===== src/rtl/pipeline_sink_watchdog_pkg.sv =====
// pipeline_sink_watchdog_pkg: state encoding and statistics width shared by the watchdog files.
package pipeline_sink_watchdog_pkg;

   typedef enum logic [1:0] {
      CONNECTED = 2'd0,
      SUNK      = 2'd1,
      REJOIN    = 2'd2
   } state_t;

   localparam int STATS_WIDTH = 16;

endpackage


===== src/rtl/pipeline_sink_watchdog_counter_binary.sv =====
// Counter_Binary: binary up-counter with synchronous clear and load-zero (load-zero beats increment).
module Counter_Binary #(
   parameter int WIDTH = 5
) (
   input  logic             clock,
   input  logic             clear,
   input  logic             load_zero,
   input  logic             increment,
   output logic [WIDTH-1:0] count
);

   always_ff @(posedge clock) begin
      if (clear || load_zero) count <= '0;
      else if (increment) count <= count + 1'b1;
   end

endmodule


===== src/rtl/pipeline_sink_watchdog.sv =====
// pipeline_sink_watchdog: drives a Pipeline Sink's sink input from a stall timeout and explicit requests.
// Define PIPELINE_SINK_WATCHDOG_STATS_EN to count beats discarded while sunk; otherwise sunk_beats is 0.
module pipeline_sink_watchdog
   import pipeline_sink_watchdog_pkg::*;
#(
   parameter int TIMEOUT_CYCLES = 16,
   parameter int COUNT_WIDTH    = $clog2(16 + 1)
) (
   input  logic                   clock,
   input  logic                   clear,
   input  logic                   input_valid,
   input  logic                   output_ready,
   input  logic                   disconnect,
   input  logic                   reconnect,
   output logic                   sink,
   output logic                   timed_out,
   output logic [STATS_WIDTH-1:0] sunk_beats
);

   localparam bit TIMEOUT_EN = TIMEOUT_CYCLES > 0;
   localparam logic [COUNT_WIDTH-1:0] LAST_COUNT =
      COUNT_WIDTH'(TIMEOUT_CYCLES > 0 ? TIMEOUT_CYCLES - 1 : 0);

   state_t                 state, state_next;
   logic [COUNT_WIDTH-1:0] count;
   logic                   stall, expire, timed_out_next;

   assign stall  = state == CONNECTED && input_valid && !output_ready;
   assign expire = TIMEOUT_EN && stall && count == LAST_COUNT;

   // Zeroing on expiry keeps the counter from ever reaching TIMEOUT_CYCLES.
   Counter_Binary #(.WIDTH(COUNT_WIDTH)) stall_counter (
      .clock     (clock),
      .clear     (clear),
      .load_zero (!stall || expire || disconnect),
      .increment (stall && TIMEOUT_EN),
      .count     (count)
   );

   always_comb begin
      state_next     = state;
      timed_out_next = 1'b0;
      case (state)
         CONNECTED: begin
            state_next     = (disconnect || expire) ? SUNK : CONNECTED;
            timed_out_next = expire && !disconnect;
         end
         SUNK:    state_next = (reconnect && !disconnect) ? REJOIN : SUNK;
         REJOIN:  state_next = disconnect ? SUNK : (output_ready ? CONNECTED : REJOIN);
         default: state_next = CONNECTED;
      endcase
   end

   always_ff @(posedge clock) begin
      if (clear) begin
         state     <= CONNECTED;
         sink      <= 1'b0;
         timed_out <= 1'b0;
      end else begin
         state     <= state_next;
         sink      <= state_next != CONNECTED;
         timed_out <= timed_out_next;
      end
   end

`ifdef PIPELINE_SINK_WATCHDOG_STATS_EN
   logic [STATS_WIDTH-1:0] beats;

   always_ff @(posedge clock) begin
      if (clear) beats <= '0;
      else if (sink && input_valid && beats != '1) beats <= beats + 1'b1;
   end

   assign sunk_beats = beats;
`else
   assign sunk_beats = '0;
`endif

endmodule


===== config.mk =====
export PLATFORM = sky130hd
export DESIGN_NAME = pipeline_sink_watchdog
export DESIGN_NICKNAME = d
export VERILOG_FILES = /design/src/rtl/pipeline_sink_watchdog_pkg.sv /design/src/rtl/pipeline_sink_watchdog_counter_binary.sv /design/src/rtl/pipeline_sink_watchdog.sv
export SDC_FILE = /design/constraint.sdc
export NUM_CORES = 1
export LEC_CHECK = 0
export CORE_MARGIN = 10
export CORE_UTILIZATION = 37
export CTS_CLUSTER_SIZE = 28
export DETAILED_ROUTE_END_ITERATION = 10
export PLACE_DENSITY = 0.84
export SLEW_MARGIN = 10
export SYNTH_ARGS = -nofsm -noshare
export SYNTH_HDL_FRONTEND = slang
export SYNTH_SLANG_ARGS = --single-unit

===== constraint.sdc =====
create_clock -name clock -period 1.99 [get_ports clock]
set_clock_uncertainty 0.1 [all_clocks]
set_input_delay 0.398 -clock clock [delete_from_list [all_inputs] [get_ports clock]]
set_output_delay 0.398 -clock clock [all_outputs]
set_load 0.1 [all_outputs]

==> qor.yml, run 1 <==
status: "complete, no violations"
path_clk_slew_ps: 60
rsz0062_at_grt: "no"
vdd_ir_drop_max_v: 0.000473
placed_area_um2: 515
worstPathArrival_ps: 1930
core_um2: 1170
whs_ps: 357
setup_slack_ps: 153
layout.nets: 74
rrSetupSlack_ps: 250
layout_min_cycle_time_ps: 1840
cts_made_buffers: 3
max_stage_delay_ps: 520
antenna_left: 0
synth.distinct_cells: 21
most-common-layout-cells: "conb_1, dfxtp_1, nor2_1, clkdlybuf4s50_1, buf_4"
syn-mean-instance-area_um2: 9.09
grt-ovfl-total: 0
synthXorXnorAreaFrac: 0.0364
grt_pass1_wl_mm: 1.47
r2r-start: "stall_counter.count[0]$_SDFFE_PP0P_"
initial_core_util: 0.411
synth_compound_area_frac: 0.0468
synth_cells: 53
drtIter0Drc: 7
drc: 0
antenna_found_initial: 0
required_ps: 2090
pin_count: 24
drive_above_1_share: 0.154
grt_pass1_vias: 356
vias_per_cell: 4.33
chipHeight_um: 56.1
dp_cells: 75
portBuffers: 7
place_ws_ps: -120
antenna-diode-count: 0
cts.path.max_buffers: 2
path_delay_family: "simple AND/OR/NAND/NOR gates"
vias: 342
drt-total-wl_um: 913
powerDensity_nw_per_um2: 916
cap_violations: 0
synth_fa_ha_area_frac: 0.0519
fin_crit_sh: 0.923
min_path_type: "reg -> reg"
setup_viol: 0
worstSetupPathType: "in -> reg"
drt-pass1-iter-count: 4
globalplace.congestion: 0.664
hold_viol: 0
dpl.hpwl_um: 785
report.final.slew_viol_count: 0
wl_per_cell_um: 11.6
grt_max_degree: 6
clock_latency_ps: 260
worstHoldStart: "stall_counter.count[0]$_SDFFE_PP0P_"
fp.dieW_um: 56.1
ys_warn_count: 0
post_cts_buffers: 0
slowest_stage: "or4b_4"
final_common_cell: "conb_1"
synthMuxAreaShare: 0
cp_max_fo: 5
final_area_um2: 542
post-route-util: 0.463
leakage_nw: 0.245
netlist_area_um2: 482
synthSimpleGateAreaFrac: 0.218
areaGrowthSynthToFinish_pct: 12.5
cts_sinks: 9
startpoint_type: "primary input"
worstPathCellList: "clkdlybuf4s50_1 > or4b_4 > or4_4 > nor2_1"
rows: 12
dieArea_um2: 3140
ys_seq_elements: 9
ys_seq_area_frac: 0.374
cts_resized: 0
final_cell_count_no_fill: 79
cts_tree: "yes"
crit_buf_inv: 1
root_buffer: "clkbuf_4"
end_kind: "flip-flop"
synth_top_family_by_area: "buffers and inverters"
htreeDepth: 1
max_freq_mhz: 544
postCtsHoldBufs: 0
timing.critical_path.from: "output_ready"
grt_usage: 0.0609
## worst paths after layout
kind,to,cells past startpoint
min reg2reg,stall_counter.count[0]$_SDFFE_PP0P_,1
min,stall_counter.count[0]$_SDFFE_PP0P_,1
max reg2reg,sink$_SDFF_PP0_,6
max,stall_counter.count[2]$_SDFFE_PP0P_,4
## cell usage after synthesis
master | instances | share of area
or3b_2 | 1 | 0.018
nor3_1 | 1 | 0.010
inv_1 | 2 | 0.016
nand3_1 | 1 | 0.010
conb_1 | 1 | 0.0078
or4b_4 | 1 | 0.029
nand2b_1 | 1 | 0.013
xor2_1 | 1 | 0.018
dfxtp_1 | 9 | 0.37
nor2b_1 | 1 | 0.013
xnor2_1 | 1 | 0.018
ha_1 | 2 | 0.052
or4_4 | 1 | 0.023
and3b_1 | 1 | 0.018
nor2_1 | 7 | 0.055
a21oi_1 | 1 | 0.010
buf_4 | 16 | 0.25
nor3b_1 | 1 | 0.016
o21a_1 | 1 | 0.016
o21ai_0 | 2 | 0.021
and3_1 | 1 | 0.013
## layer usage
layer	wire length, µm	track usage	part of all wire	up-vias
met5	0	0	0	-
met3	123	0.0592	0.13	2
met1	305	0.0467	0.33	152
li1	-	-	-	167
met4	10	0.0307	0.011	0
met2	473	0.0992	0.52	21
## power by group
part,total (W),internal [W],leakage [nW],switching [W]
registers,0.000187,0.000184,0.0732,0.00000300
logic,0.000171,0.0000189,0.157,0.000152
clock network,0.000138,0.0000771,0.0150,0.0000609
total,0.000496,0.000280,0.245,0.000216
## kinds of logic after synthesis
family                     Yosys count
and+or+nand+nor                     17
buffers and inverters               18
xor gates and xnor gates             2
other                                1
AOI/OAI and AO/OA                    4
adders and majority gates            2
DFF                                  9
## cell type report
class / count / area [µm²]
clock buffers: 4 / 26.3
fillers: 119 / 629
inverters: 2 / 7.51
well taps: 14 / 17.5
multi-input cells: 41 / 230
repair buffers: 9 / 80.1
flip-flops and latches: 9 / 180
## through the flow
step	setup TNS, ps	power (W)
global placement	-329	0.000360
detailed placement	-475	0.000361
finish	0	0.000496
CTS	0	0.000502
floorplan	0	0.000366
global route	0	0.000522
## state kept, by name (all words and copies together), names as in the netlist
| register | count |
|---|---|
| timed_out | 1 |
| sink | 1 |
| stall_counter.count | 5 |
| state | 2 |
## worst reg2reg max path: cells and delay by family, from the launching register on
kind	cells	cell delay [ps]
fa+ha+maj	2	410
flops	1	320
simple gates	4	780
No activity file was read; power rests on OpenSTA's default activity.
==> run 2: changes to the inputs <==
- SETUP_SLACK_MARGIN: not set -> 0.5
==> qor.yml, run 2 (synthesized netlist as in run 1, its figures left out) <==
post-route-util: 0.541
worstSetupPathType: "reg -> reg"
reg2reg_depth: 5
status: "complete, no violations"
core_um2: 1170
cp_max_fo: 5
pin_count: 24
rsz0062_at_grt: "yes"
cap_violations: 0
dieArea_um2: 3140
cts.path.max_buffers: 2
top_register: "stall_counter.count"
final_common_cell: "conb_1"
most-common-layout-cells: "conb_1, buf_4, dfxtp_1, nor2_2"
layout_min_cycle_time_ps: 1650
clock_latency_ps: 260
grt_max_degree: 6
drive_above_1_share: 0.371
fin_crit_sh: 0.827
dr_wl_met3_um: 94
whs_ps: 424
htreeDepth: 1
grt_pass1_vias: 368
path_clk_slew_ps: 60
grt_pass1_wl_mm: 1.81
wl_met2_um: 693
timing.critical_path.from: "stall_counter.count[0]$_SDFFE_PP0P_"
antenna_left: 0
root_buffer: "clkbuf_4"
layout.nets: 79
wl_per_cell_um: 13.8
drt-total-wl_mm: 1.16
setup_slack_ps: 344
vias: 355
rows: 12
seq_area_um2: 186
required_ps: 2080
chipHeight_um: 56.1
setup_viol: 0
cts_tree: "yes"
report.final.slew_viol_count: 0
final_cell_count_no_fill: 84
portBuffers: 7
worstPathArrival_ps: 1740
cts_made_buffers: 3
max_freq_mhz: 608
top_regs: "stall_counter.count x5, state x2"
dpl.hpwl_um: 843
drtIter0Drc: 6
drc: 0
globalplace.congestion: 0.688
initial_core_util: 0.411
postCtsHoldBufs: 0
antenna-diode-count: 0
worstHoldStart: "stall_counter.count[3]$_SDFFE_PP0P_"
areaGrowthSynthToFinish_pct: 31.4
leakage_nw: 0.273
hold_viol: 0
largest_register_ffs: 5
cts_sinks: 9
vias_per_cell: 4.23
antenna_found_initial: 0
end_kind: "flip-flop"
vdd_ir_drop_max_v: 0.000365
top_layer_used: "met3"
fp.dieW_um: 56.1
grt-ovfl-total: 0
min_path_type: "reg -> reg"
nFillCells: 118
startpoint_type: "flip-flop"
powerDensity_nw_per_um2: 794
dp_cells: 75
grt_usage: 0.0729
min_path_cells: 2
multi_input_area_um2: 280
p_total_w: 0.000503
drt-pass1-iter-count: 4
r2r-start: "stall_counter.count[0]$_SDFFE_PP0P_"
wl_met1_um: 371
place_ws_ps: -116
[run 2: per-stage QoR]
stage / area, µm² / TNS (ps)
finish: 633 / 0
global route: 633 / 0
CTS: 621 / 0
detailed placement: 518 / -496
global placement: 518 / -332
floorplan: 541 / 0
[run 2: critical path, cell delays in order, from the launching register on]
cell     delay (ps)
dfxtp_4         350
ha_4            150
and3_4          180
ha_4            160
or4_4           530
nor2_2          110
[run 2: worst paths after layout]
check        slack, ps                             endpoint
max                340  stall_counter.count[0]$_SDFFE_PP0P_
min                420  stall_counter.count[3]$_SDFFE_PP0P_
max reg2reg        340  stall_counter.count[0]$_SDFFE_PP0P_
min reg2reg        420  stall_counter.count[3]$_SDFFE_PP0P_
[run 2: where the power goes]
group	leakage, nW	internal, W	switching, W
combinational	0.183	0.0000202	0.000155
sequential	0.0747	0.000183	0.00000239
clock	0.0150	0.0000773	0.0000646
[run 2: layer usage]
metal | GRT usage | vias to the layer above
met2 | 0.134 | 13
li1 | - | 174
met4 | 0.0205 | 0
met1 | 0.0601 | 168
met5 | 0 | -
met3 | 0.0524 | 0
[run 2: layout make-up]
class / instances / share of cell area
timing repair buffer: 14 / 0.182
clock buffer: 4 / 0.0415
multi-input combinational: 41 / 0.443
sequential: 9 / 0.294
inverter: 2 / 0.0119
tap: 14 / 0.0277
[run 2: what timing repair did]
item / in CTS / in global routing
resized for setup: 18 / 2
buffers inserted: 4 / 1
hold endpoints to repair: 0 / 0
pin swaps: 7 / 4
endpoints found under the setup margin: 8 / 6
==> run 3: changes to the inputs <==
- CORE_UTILIZATION: 37 -> 34
- PLACE_DENSITY: 0.84 -> 0.81
- clock period: 1.99 -> 1.5 ns (I/O delays scaled with it)
==> qor.yml, run 3 (synthesized netlist as in run 1, its figures left out) <==
initial_core_util: 0.366
final_cell_count_no_fill: 87
max_freq_mhz: 612
drtIter0Drc: 4
crit_end: "stall_counter.count[2]$_SDFFE_PP0P_"
cts.path.max_buffers: 2
wl_per_cell_um: 12.8
dpl.hpwl_um: 882
cts_sinks: 9
layout_min_cycle_time_ps: 1630
drive_above_1_share: 0.472
path_clk_slew_ps: 60
portBuffers: 7
clock_latency_ps: 260
startpoint_type: "flip-flop"
antenna_left: 0
min_path_type: "in -> reg"
vias: 355
violations: "setup timing"
chipHeight_um: 57.6
rsz0062_at_grt: "yes"
antenna_found_initial: 0
rows: 13
dieArea_um2: 3320
most-common-layout-cells: "conb_1, buf_4, nor2_2, dfxtp_2"
drc: 0
grt-ovfl-total: 0
grt_usage: 0.0662
drt-pass1-iter-count: 3
setup_slack_ps: -134
layout.nets: 81
worstSetupPathType: "reg -> reg"
cp.depth: 5
dp_cells: 80
grt_pass1_wl_mm: 1.66
vdd_ir_drop_max_v: 0.000374
root_buffer: "clkbuf_4"
hold_viol: 0
globalplace.congestion: 0.674
powerDensity_nw_per_um2: 949
required_ps: 1600
slowest_stage: "or4_4"
cp_common_cell: "ha_4"
areaGrowthSynthToFinish_pct: 47.5
fin_crit_sh: 1.09
vias_per_cell: 4.08
worstPathCellList: "ha_4 > and3_4 > ha_4 > or4_4 > nor2_1"
tns_ps: -628
pin_count: 24
grt_max_degree: 6
setup_viol: 6
fp.dieW_um: 57.6
final_common_cell: "conb_1"
cts_tree: "yes"
r2r-start: "stall_counter.count[1]$_SDFFE_PP0P_"
nFillCells: 128
top_register: "stall_counter.count"
top_regs: "stall_counter.count x5, state x2"
p_total_w: 0.000675
worstPathArrival_ps: 1740
htreeDepth: 1
core_um2: 1320
end_kind: "flip-flop"
leakage_nw: 0.313
cp_max_fo: 5
antenna-diode-count: 0
r2r-end: "stall_counter.count[2]$_SDFFE_PP0P_"
drt-total-wl_mm: 1.11
rrSetupSlack_ps: -130
grt_pass1_vias: 359
path_delay_family: "simple AND/OR/NAND/NOR gates"
largest_register_ffs: 5
max_stage_delay_ps: 530
crit_buf_inv: 0
report.final.slew_viol_count: 0
cts_made_buffers: 3
status: "finished, violations left"
timing.critical_path.from: "stall_counter.count[1]$_SDFFE_PP0P_"
reg2reg_depth: 5
cap_violations: 0
## run 3: cell count changes in the layout (fill, tap and decap cells not counted), sizes merged
cell	previous run	this run
dlygate4sd2	2	3
dlymetal6s2s	0	1
buf	9	11
clkdlybuf4s50	1	0
clkdlybuf4s15	2	1
## run 3: worst reg2reg max path: cells and delay by family, from the launching register on
family | cells | cell delay, ps
AND/OR/NAND/NOR | 3 | 820
flip-flops | 1 | 330
adder cells (fa/ha/maj) | 2 | 320
## run 3: routing by layer
| layer | up-vias | GRT usage | wire, µm | part of all wire |
|---|---|---|---|---|
| met1 | 167 | 0.0470 | 322 | 0.29 |
| met3 | 0 | 0.0545 | 117 | 0.11 |
| met2 | 11 | 0.117 | 670 | 0.60 |
| met5 | - | 0 | 0 | 0 |
| li1 | 177 | - | - | - |
| met4 | 0 | 0.0403 | 0 | 0 |
## run 3: metrics by stage
step	hold slack, ps	worst slack [ps]	cell area [µm²]	utilization
5_1_grt	238	-168	711	0.539
4_1_cts	425	-126	664	0.504
3_3_place_gp	411	-499	619	0.470
6_report	239	-134	711	0.539
2_1_floorplan	267	-50.5	586	-
3_5_place_dp	414	-505	619	0.470
## run 3: worst min path at each step
| stage | from | to | slack, ps | cells after the start |
|---|---|---|---|---|
| 2_1_floorplan | disconnect | timed_out$_SDFF_PP0_ | 270 | 1 |
| 3_3_place_gp | stall_counter.count[0]$_SDFFE_PP0P_ | stall_counter.count[0]$_SDFFE_PP0P_ | 410 | 2 |
| 3_5_place_dp | stall_counter.count[0]$_SDFFE_PP0P_ | stall_counter.count[0]$_SDFFE_PP0P_ | 410 | 2 |
| 4_1_cts | stall_counter.count[0]$_SDFFE_PP0P_ | stall_counter.count[0]$_SDFFE_PP0P_ | 430 | 2 |
| 5_1_grt | disconnect | timed_out$_SDFF_PP0_ | 240 | 2 |
| 6_report | disconnect | timed_out$_SDFF_PP0_ | 240 | 2 |
## run 3: timing repair
| item | in CTS | in global routing |
|---|---|---|
| buffers inserted | 1 | 2 |
| hold buffers | 0 | 0 |
| setup endpoints to repair | 11 | 11 |
| resized for setup | 10 | 10 |
| pin swaps | 7 | 7 |
## run 3: area by class of cell
class | count | area (µm²) | area share
clock buffer | 4 | 26.3 | 0.0370
inverter | 2 | 7.51 | 0.0106
multi-input combinational | 41 | 298 | 0.419
sequential | 9 | 193 | 0.271
tap | 15 | 18.8 | 0.0264
timing repair buffer | 16 | 168 | 0.236
## run 3: power by group
part / total [W] / leakage (nW) / switching (W) / internal, W
combinational: 0.000242 / 0.222 / 0.000208 / 0.0000348
clock: 0.000185 / 0.0150 / 0.0000823 / 0.000102
sequential: 0.000248 / 0.0762 / 0.00000466 / 0.000243
total: 0.000675 / 0.313 / 0.000295 / 0.000380
